### src/rtl/instr_encoder.sv
// RV32I instruction encoder feeding a 2-entry output FIFO.
// Optional SYSTEM-class encoding is enabled by defining INSTR_ENCODER_SYSTEM_EN.
module instr_encoder (
  input  logic        clk,
  input  logic        resetn,
  input  logic        in_valid,
  output logic        in_ready,
  input  logic [3:0]  in_class,
  input  logic [4:0]  in_rd,
  input  logic [4:0]  in_rs1,
  input  logic [4:0]  in_rs2,
  input  logic [2:0]  in_funct3,
  input  logic [6:0]  in_funct7,
  input  logic [31:0] in_imm,
  output logic        out_valid,
  input  logic        out_ready,
  output logic [31:0] out_instr,
  output logic        out_illegal,
  output logic [15:0] enc_count
);

  localparam logic [6:0] OP_ALU_REG = 7'b0110011;
  localparam logic [6:0] OP_ALU_IMM = 7'b0010011;
  localparam logic [6:0] OP_BRANCH  = 7'b1100011;
  localparam logic [6:0] OP_JALR    = 7'b1100111;
  localparam logic [6:0] OP_JAL     = 7'b1101111;
  localparam logic [6:0] OP_AUIPC   = 7'b0010111;
  localparam logic [6:0] OP_LUI     = 7'b0110111;
  localparam logic [6:0] OP_LOAD    = 7'b0000011;
  localparam logic [6:0] OP_STORE   = 7'b0100011;
  localparam logic [6:0] OP_SYSTEM  = 7'b1110011;

  logic        imm_i_ok, imm_b_ok, imm_j_ok;
  logic [31:0] enc_instr;
  logic        enc_ill;
  logic [32:0] enc_word;

  always_comb begin
    enc_instr = '0;
    enc_ill   = 1'b0;
    // Range checks: upper bits must be pure sign extension of the field MSB.
    imm_i_ok = (&in_imm[31:11]) | ~(|in_imm[31:11]);
    imm_b_ok = ((&in_imm[31:12]) | ~(|in_imm[31:12])) & ~in_imm[0];
    imm_j_ok = ((&in_imm[31:20]) | ~(|in_imm[31:20])) & ~in_imm[0];
    case (in_class)
      4'd0: enc_instr = {in_funct7, in_rs2, in_rs1, in_funct3, in_rd, OP_ALU_REG};
      4'd1: begin
        if (in_funct3 == 3'b001 || in_funct3 == 3'b101)
          enc_instr = {in_funct7, in_imm[4:0], in_rs1, in_funct3, in_rd, OP_ALU_IMM};
        else
          enc_instr = {in_imm[11:0], in_rs1, in_funct3, in_rd, OP_ALU_IMM};
        enc_ill = ~imm_i_ok;
      end
      4'd2: begin
        enc_instr = {in_imm[12], in_imm[10:5], in_rs2, in_rs1, in_funct3,
                     in_imm[4:1], in_imm[11], OP_BRANCH};
        enc_ill = ~imm_b_ok;
      end
      4'd3: begin
        enc_instr = {in_imm[11:0], in_rs1, in_funct3, in_rd, OP_JALR};
        enc_ill = ~imm_i_ok | (in_funct3 != 3'b000);
      end
      4'd4: begin
        enc_instr = {in_imm[20], in_imm[10:1], in_imm[11], in_imm[19:12], in_rd, OP_JAL};
        enc_ill = ~imm_j_ok;
      end
      4'd5: begin
        enc_instr = {in_imm[31:12], in_rd, OP_AUIPC};
        enc_ill = |in_imm[11:0];
      end
      4'd6: begin
        enc_instr = {in_imm[31:12], in_rd, OP_LUI};
        enc_ill = |in_imm[11:0];
      end
      4'd7: begin
        enc_instr = {in_imm[11:0], in_rs1, in_funct3, in_rd, OP_LOAD};
        enc_ill = ~imm_i_ok;
      end
      4'd8: begin
        enc_instr = {in_imm[11:5], in_rs2, in_rs1, in_funct3, in_imm[4:0], OP_STORE};
        enc_ill = ~imm_i_ok;
      end
`ifdef INSTR_ENCODER_SYSTEM_EN
      4'd9: begin
        enc_instr = {in_imm[11:0], in_rs1, in_funct3, in_rd, OP_SYSTEM};
        enc_ill = ~imm_i_ok;
      end
`else
      4'd9: enc_ill = 1'b1;
`endif
      default: enc_ill = 1'b1;
    endcase
    enc_word = {enc_ill, (enc_ill ? 32'h0 : enc_instr)};
  end

  logic [32:0] mem_q [2];
  logic        wr_ptr_q, rd_ptr_q;
  logic [1:0]  count_q, count_d;
  logic [15:0] cnt_q, cnt_d;
  logic        push, pop;

  assign in_ready  = (count_q != 2'd2);
  assign out_valid = (count_q != 2'd0);
  assign push      = in_valid & in_ready;
  assign pop       = out_valid & out_ready;
  assign count_d   = count_q + {1'b0, push} - {1'b0, pop};
  assign cnt_d     = cnt_q + {15'd0, push};

  // Head is gated so an empty FIFO always shows a zero word.
  assign out_instr   = out_valid ? mem_q[rd_ptr_q][31:0] : 32'h0;
  assign out_illegal = out_valid ? mem_q[rd_ptr_q][32]   : 1'b0;
  assign enc_count   = cnt_q;

  always_ff @(posedge clk or negedge resetn) begin
    if (!resetn) begin
      mem_q[0] <= '0;
      mem_q[1] <= '0;
      wr_ptr_q <= 1'b0;
      rd_ptr_q <= 1'b0;
      count_q  <= 2'd0;
      cnt_q    <= 16'd0;
    end else begin
      if (push) begin
        mem_q[wr_ptr_q] <= enc_word;
        wr_ptr_q        <= ~wr_ptr_q;
      end
      if (pop) rd_ptr_q <= ~rd_ptr_q;
      count_q <= count_d;
      cnt_q   <= cnt_d;
    end
  end

endmodule

### config.mk
export PLATFORM = sky130hd
export DESIGN_NAME = instr_encoder
export DESIGN_NICKNAME = d
export VERILOG_FILES = /design/src/rtl/instr_encoder.sv
export SDC_FILE = /design/constraint.sdc
export NUM_CORES = 1
export LEC_CHECK = 0
export CORE_UTILIZATION = 47
export CTS_BUF_LIST = sky130_fd_sc_hd__clkbuf_2
export DETAILED_ROUTE_END_ITERATION = 10
export GPL_ROUTABILITY_DRIVEN = 0
export PLACE_DENSITY = 0.89
export SLEW_MARGIN = 5
export SYNTH_ARGS = -nofsm -noshare
export SYNTH_HDL_FRONTEND = slang
export SYNTH_SLANG_ARGS = --single-unit
### constraint.sdc
create_clock -name clk -period 1.7 [get_ports clk]
set_clock_uncertainty 0.05 [all_clocks]
set_input_delay 0.34 -clock clk [delete_from_list [all_inputs] [get_ports clk]]
set_output_delay 0.34 -clock clk [all_outputs]
set_load 0.02 [all_outputs]
==> results of run 1 <==
-- power groups by stage --
stage | sequential (uW) | clock [uW] | combinational (uW)
2_1_floorplan | 3100 | 0 | 2810
3_3_place_gp | 3070 | 0 | 4950
3_5_place_dp | 3140 | 0 | 5150
4_1_cts | 3080 | 1300 | 6360
5_1_grt | 3300 | 1470 | 8540
6_report | 3260 | 1430 | 8350
-- registers in the layout (all words and copies together), names as in the netlist --
signal	count
mem_q	64
rd_ptr_q	1
enc_count	16
count_q	2
wr_ptr_q	1
-- per-stage QoR --
stage	instances	utilization
3_5_place_dp	835	0.7007
3_3_place_gp	835	0.7007
2_1_floorplan	516	-
6_report	939	0.8962
5_1_grt	938	0.8960
4_1_cts	904	0.8243
-- placed cells by master, fill, tap and decap left out, types with 5 or more instances in the layout --
cell type / netlist / routed
buf_4: 1 / 144
nand2_1: 88 / 82
dfrtp_1: 84 / 80
clkdlybuf4s50_1: 0 / 43
buf_6: 6 / 37
buf_2: 4 / 34
mux2i_1: 45 / 33
nor2_1: 47 / 31
o41ai_4: 0 / 30
buf_12: 0 / 26
o31ai_4: 0 / 20
clkbuf_2: 0 / 14
xnor2_1: 17 / 13
nand4_1: 11 / 11
nor2b_1: 11 / 11
nor2_4: 0 / 10
mux2i_2: 0 / 9
nor3_1: 11 / 7
buf_16: 0 / 7
nor2_2: 0 / 6
a31oi_1: 6 / 6
o41ai_2: 35 / 6
a21oi_1: 5 / 5
a222oi_1: 5 / 5
clkdlybuf4s15_1: 0 / 5
-- routing by layer --
| layer | track usage | part of all wire | up-vias |
|---|---|---|---|
| met5 | 0 | 0 | - |
| met4 | 0.2613 | 0.11 | 0 |
| met3 | 0.1134 | 0.13 | 315 |
| met2 | 0.6860 | 0.44 | 750 |
| met1 | 0.4572 | 0.32 | 3134 |
| li1 | - | - | 2468 |
-- worst min-delay path by stage --
stage / startpoint / endpoint / slack (ps) / depth (start not counted)
2_1_floorplan: resetn / count_q[0] / -6 / 0
3_3_place_gp: resetn / mem_q[10] / 220 / 1
3_5_place_dp: resetn / mem_q[43] / 220 / 1
4_1_cts: resetn / mem_q[35] / 110 / 2
5_1_grt: resetn / mem_q[15] / 20 / 2
6_report: resetn / mem_q[15] / 20 / 2
-- kinds of logic after synthesis --
family          synth area share
xor+xnor                 0.03581
simple gates              0.1851
mux                      0.08770
buf+inv                  0.04702
compound gates            0.2253
flops                     0.4093
fa+ha+maj               0.009745
-- cell type report --
| type | count | share of cell area |
|---|---|---|
| clock inverters | 7 | 0.01108 |
| inverters | 7 | 0.003069 |
| repair buffers | 313 | 0.3284 |
| flip-flops and latches | 84 | 0.2247 |
| clock buffers | 9 | 0.004804 |
| well taps | 136 | 0.01815 |
| diodes | 1 | 0.0002669 |
| multi-input cells | 382 | 0.4095 |
-- repair_timing --
| item | in CTS | in global routing |
|---|---|---|
| hold endpoints to repair | 84 | 0 |
| setup endpoints to repair | 122 | 129 |
| buffers inserted | 42 | 39 |
| hold buffers | 1 | 0 |
| pin swaps | 50 | 67 |
| gates resized for setup | 364 | 147 |
| gates cloned | 12 | 6 |
-- worst max-delay path, cell delays in order, from the launching register on --
cell and delay (ps):
dfrtp_2 510, buf_12 180, buf_4 140, mux2i_1 110, nor2_1 190, buf_4 190
==> key figures, run 1 <==
Status
  – Status: finished, violations left
  – Failing checks: setup timing

CTS
  – CTS H-tree depth: 3
  – Clock buffer depth: 2
  – Sink Count: 84
  – Clock slew at reported path FFs: around 330 ps
  – CTS tree: yes
  – Root buffer cell: clkbuf_2
  – Clk Latency, worst-skew pair: 640 ps
  – TritonCTS buffer count: 9

Setup path
  – Critical Path End: out_instr[15]
  – CP Data Arrival Time: 1950 ps
  – Setup crit start kind: flip-flop
  – Setup CP Type: flip-flop to output pin
  – Highest fanout seen on the critical path: 16
  – CP Capture Type: output pin
  – Critical R2R Launch: count_q[0]
  – Req. time, crit path: 1310 ps
  – R2R cell count: 8
  – CP Launch Point: rd_ptr_q
  – FF-to-FF End: mem_q[50]
  – Setup slack, reg-to-reg: -370 ps

Yosys
  – Syn avg cell area: approximately 10 um2
  – Post-Syn Area: 0.005136 mm2
  – Top FF cell, synth: dfrtp_1
  – Syn_nets: 585
  – Seq/Total Area, Yosys: 0.4093
  – Yosys warns: 0
  – Synth top area share: 0.4093
  – Cell variety after synth: 51
  – Post-synth ARST share: 1.000
  – Most common cell in the netlist: nand2_1
  – Area leader, netlist: dfrtp_1
  – Top post-synthesis cells by area: dfrtp_1 41%, o41ai_2 11%, mux2i_1 8.8%, nand2_1 6.4%, nor2_1 3.4%
  – Post-synth EDFFs: 0
  – Synth cell count leaders: 88 x nand2_1, 84 x dfrtp_1, 47 x nor2_1
  – Cell count after synthesis: 516
  – Flops & latches, synth: 84

Place
  – IO buf count: 115
  – Dpl cell area: 0.007331 mm2
  – Pre-CTS WS: -1363 ps
  – DP HPWL: ~12 mm

STA
  – Hold Violations, Final: 0
  – RSZ-0062 raised after global routing: yes
  – Final number of setup-violating endpoints: 117
  – Post-route setup slack: -638.0 ps
  – Hold WS: 16.52 ps
  – Normalized max-slew margin: 0.4774
  – Fmax: 0.4277 GHz
  – Period Utilization, post-route: 1.375
  – Setup TNS: -48480 ps
  – Slew Limit Fails: 0
  – Min cycle time layout: ~2300 ps
  – Worst Tran Pin Value: 783.9 ps

Layout
  – Area grow syn2layout: 82.56%
  – Final Cell Area: around 0.0094 mm2
  – Share of layout cells above drive strength 1: 0.5175
  – Storage cell area: 0.002107 mm2
  – Final net count: roughly 870
  – Filler Cell Count: 377
  – Footprint of the multi-input gates: ~0.0038 mm2

GRT
  – Gr ovfl total: 0
  – Initial antenna violation count: 1
  – First-pass GRT wire length: between 30 and 40 mm
  – GRT Util Overall: 0.4091
  – Largest net degree at the start of global routing: 38
  – Vias in the first global route: 6289

Power and ir drop
  – Peak supply drop: 0.001059 V
  – Net switching power of the design: 5891 uW
  – Pleak: 0.004512 uW
  – Clock power share: 0.109
  – Part of the power in combinational logic: 0.640
  – Pwr/cell area: 1391 mW/mm2
  – Int Power: 7150 uW
  – Total Power: 13040 uW
  – Sequential share of power: 0.250
  – Sw Share: 0.4517

Floorplan
  – Die area: roughly 0.011 mm2
  – DIE HEIGHT: 106.5 um
  – Die width: 106.5 um
  – Core area: 0.01046 mm2
  – Initial core utilization: 0.4909
  – FP Rows: 37
  – I/O pin cnt: ~120

Routing
  – Pre-antenna DRT Iters: 6
  – Final WL: about 28 mm
  – Initial DRC Count: 997
  – Drt drc: 0
  – Vias: approximately 6700
  – Post-route ant nets: 0
  – Via density: just over 7
  – WL per Instance: 29.90 um

Hold path
  – HP Class: input pin to asynchronous set/reset pin

Run
  – Max cap viols: 0
(Power assumes the default switching activity.)
==> inputs of run 2 (changes only) <==
--- a/config.mk
+++ b/config.mk
@@ -5,6 +5,7 @@
 export SDC_FILE = /design/constraint.sdc
 export NUM_CORES = 1
 export LEC_CHECK = 0
+export CORE_MARGIN = 10
 export CORE_UTILIZATION = 47
 export CTS_BUF_LIST = sky130_fd_sc_hd__clkbuf_2
 export DETAILED_ROUTE_END_ITERATION = 10
==> run 2 against run 1 <==
The flow still finishes with violations (setup timing). Non-clock buffer count shrank 6. Clock power fell by 20%. Global-route usage decreased by 12 points. Critical path depth up 5. Via count is 2.5% lower. Cell count fell by 0.11%. Total power about the same. Largest power group unchanged.
==> key figures, run 2 (synthesized netlist as in run 1, its figures left out) <==
Power and ir drop
  – Net switching power of the design: ~6000 uW
  – Clock power share: 0.087
  – Part of the power in combinational logic: 0.661
  – Sequential share of power: 0.252
  – Sw Share: 0.4522
  – Pwr/cell area: 1378 mW/mm2
  – Int Power: 7148 uW
  – Pleak: 0.004507 uW
  – Peak supply drop: 0.001140 V

CTS
  – Clock buffer depth: 2
  – TritonCTS buffer count: 9
  – CTS tree: yes
  – Clk Latency, worst-skew pair: 600 ps
  – Root buffer cell: clkbuf_2
  – Clock slew at reported path FFs: 280 ps
  – Sink Count: between 80 and 90
  – CTS H-tree depth: 3

Layout
  – Footprint of the multi-input gates: ~0.0038 mm2
  – Area grow syn2layout: 84.38%
  – Storage cell area: ~0.0021 mm2
  – Final net count: 860
  – Final Cell Area: 0.009470 mm2
  – Filler Cell Count: 368
  – Most flops, register: mem_q
  – Share of layout cells above drive strength 1: 0.5025
  – Most common cell after layout, fill and taps aside: buf_4
  – Most frequent cells in the layout: 148 x buf_4, 81 x dfrtp_1, 79 x nand2_1
  – Max reg flops: 64
  – Finished Core Util: 0.8813

Setup path
  – Worst path depth: 10
  – CP bufs+invs: 4
  – FF-to-FF End: mem_q[40]
  – Critical Path End: mem_q[5]
  – CP Launch Point: in_imm[21]
  – CP delay by family, top: simple AND/OR/NAND/NOR gates
  – Slowest cell on crit path: o221ai_4
  – CP cell instances: clkdlybuf4s15_2 > buf_4 > nand4_1 > nor3_2 > nand2_1 > o221ai_4 > nand2_8 > buf_12 > buf_16 > o41ai_4
  – CP Data Arrival Time: 3180 ps
  – Setup CP Type: input pin to flip-flop
  – Highest fanout seen on the critical path: 6
  – Max incr delay on CP: 530 ps
  – R2R cell count: 9
  – Setup slack, reg-to-reg: -400 ps
  – Setup crit start kind: input pin
  – Req. time, crit path: 2150 ps
  – Critical R2R Launch: count_q[0]
  – CP Capture Type: flip-flop

Place
  – IO buf count: 115
  – Dpl cell area: 0.007211 mm2
  – DP HPWL: 12.57 mm
  – Pre-CTS WS: -1326 ps

STA
  – Slew Limit Fails: 0
  – Min cycle time layout: ~2700 ps
  – Worst Tran Pin Value: about 670 ps
  – Normalized max-slew margin: 0.5537
  – RSZ-0062 raised after global routing: yes
  – Final number of setup-violating endpoints: 117
  – Post-route setup slack: -1024 ps
  – Fmax: 0.3671 GHz
  – Period Utilization, post-route: 1.602
  – Setup TNS: -75210 ps
  – Hold Violations, Final: 0

Floorplan
  – DIE HEIGHT: 124.5 um
  – Die area: 0.01551 mm2
  – Core area: about 0.011 mm2
  – Die width: 124.5 um
  – I/O pin cnt: 116
  – FP Rows: 38
  – Initial core utilization: 0.4780

Routing
  – Initial DRC Count: 1007
  – Post-route ant nets: 0
  – Pre-antenna DRT Iters: 6
  – Via density: 6.932
  – Drt drc: 0
  – WL per Instance: 32.06 um
  – Final WL: ~30 mm
  – Vias: 6502

Status
  – Failing checks: setup timing
  – Status: finished, violations left

GRT
  – GRT Util Overall: 0.2900
  – Initial antenna violation count: 2
  – Largest net degree at the start of global routing: 85
  – Vias in the first global route: 6353
  – First-pass GRT wire length: around 36 mm
  – Gr ovfl total: 0

Run
  – Max cap viols: 0

Hold path
  – HP Class: input pin to asynchronous set/reset pin
## run 2: cell types whose count changed in the layout (fill, tap and decap cells not counted), sizes merged, moves of 2 or more
cell	delta
clkinv	+2
clkinvlp	+2
buf	-10
clkdlybuf4s15	+7
clkbuf	-2
inv	-3
## run 2: power by group through the flow
stage | clock network (uW) | registers [uW] | logic (uW)
3_3_place_gp | 0 | 3070 | 4890
2_1_floorplan | 0 | 3100 | 2810
6_report | 1140 | 3280 | 8630
5_1_grt | 1210 | 3300 | 8810
4_1_cts | 1070 | 3080 | 6390
3_5_place_dp | 0 | 3130 | 5110
## run 2: worst min-delay path by stage
stage | startpoint | endpoint | slack (ps) | cells after the start
global route | resetn | mem_q[24] | 170 | 3
detailed placement | resetn | count_q[0] | 360 | 2
finish | resetn | mem_q[24] | 180 | 3
floorplan | resetn | count_q[0] | -6 | 0
global placement | resetn | rd_ptr_q | 350 | 2
CTS | resetn | mem_q[23] | 250 | 3
## run 2: per-stage QoR
stage | instances | hold WS, ps | total power (uW)
global placement | 829 | 348.7 | 7955
CTS | 903 | 245.9 | 10540
floorplan | 516 | -5.591 | 5918
global route | 937 | 170.5 | 13320
detailed placement | 829 | 364.3 | 8238
finish | 938 | 178.9 | 13050
## run 2: area by class of cell
cell class / count / area share
inverter: 7 / 0.003567
antenna: 2 / 0.0005285
multi-input combinational: 382 / 0.4030
timing repair buffer: 307 / 0.3402
clock buffer: 9 / 0.004756
clock inverter: 7 / 0.007134
tap: 140 / 0.01850
sequential: 84 / 0.2224
## run 2: what timing repair did
| item | CTS | global route |
|---|---|---|
| endpoints found under the hold margin | 84 | 0 |
| gates cloned | 18 | 5 |
| pin swaps | 61 | 65 |
| endpoints found under the setup margin | 125 | 125 |
| hold buffers | 1 | 0 |
| gates resized for setup | 392 | 135 |
| buffers inserted | 41 | 48 |
## run 2: per-layer routing
metal,vias to the layer above,GRT usage,share of wire
met1,3070,0.3022,0.32
met5,-,0,0
met2,700,0.5047,0.47
li1,2460,-,-
met3,272,0.07404,0.12
met4,0,0.1919,0.092
## run 2: worst min-delay path: cells and delay by family
family,cells,cell delay [ps]
buf+inv,3,1010
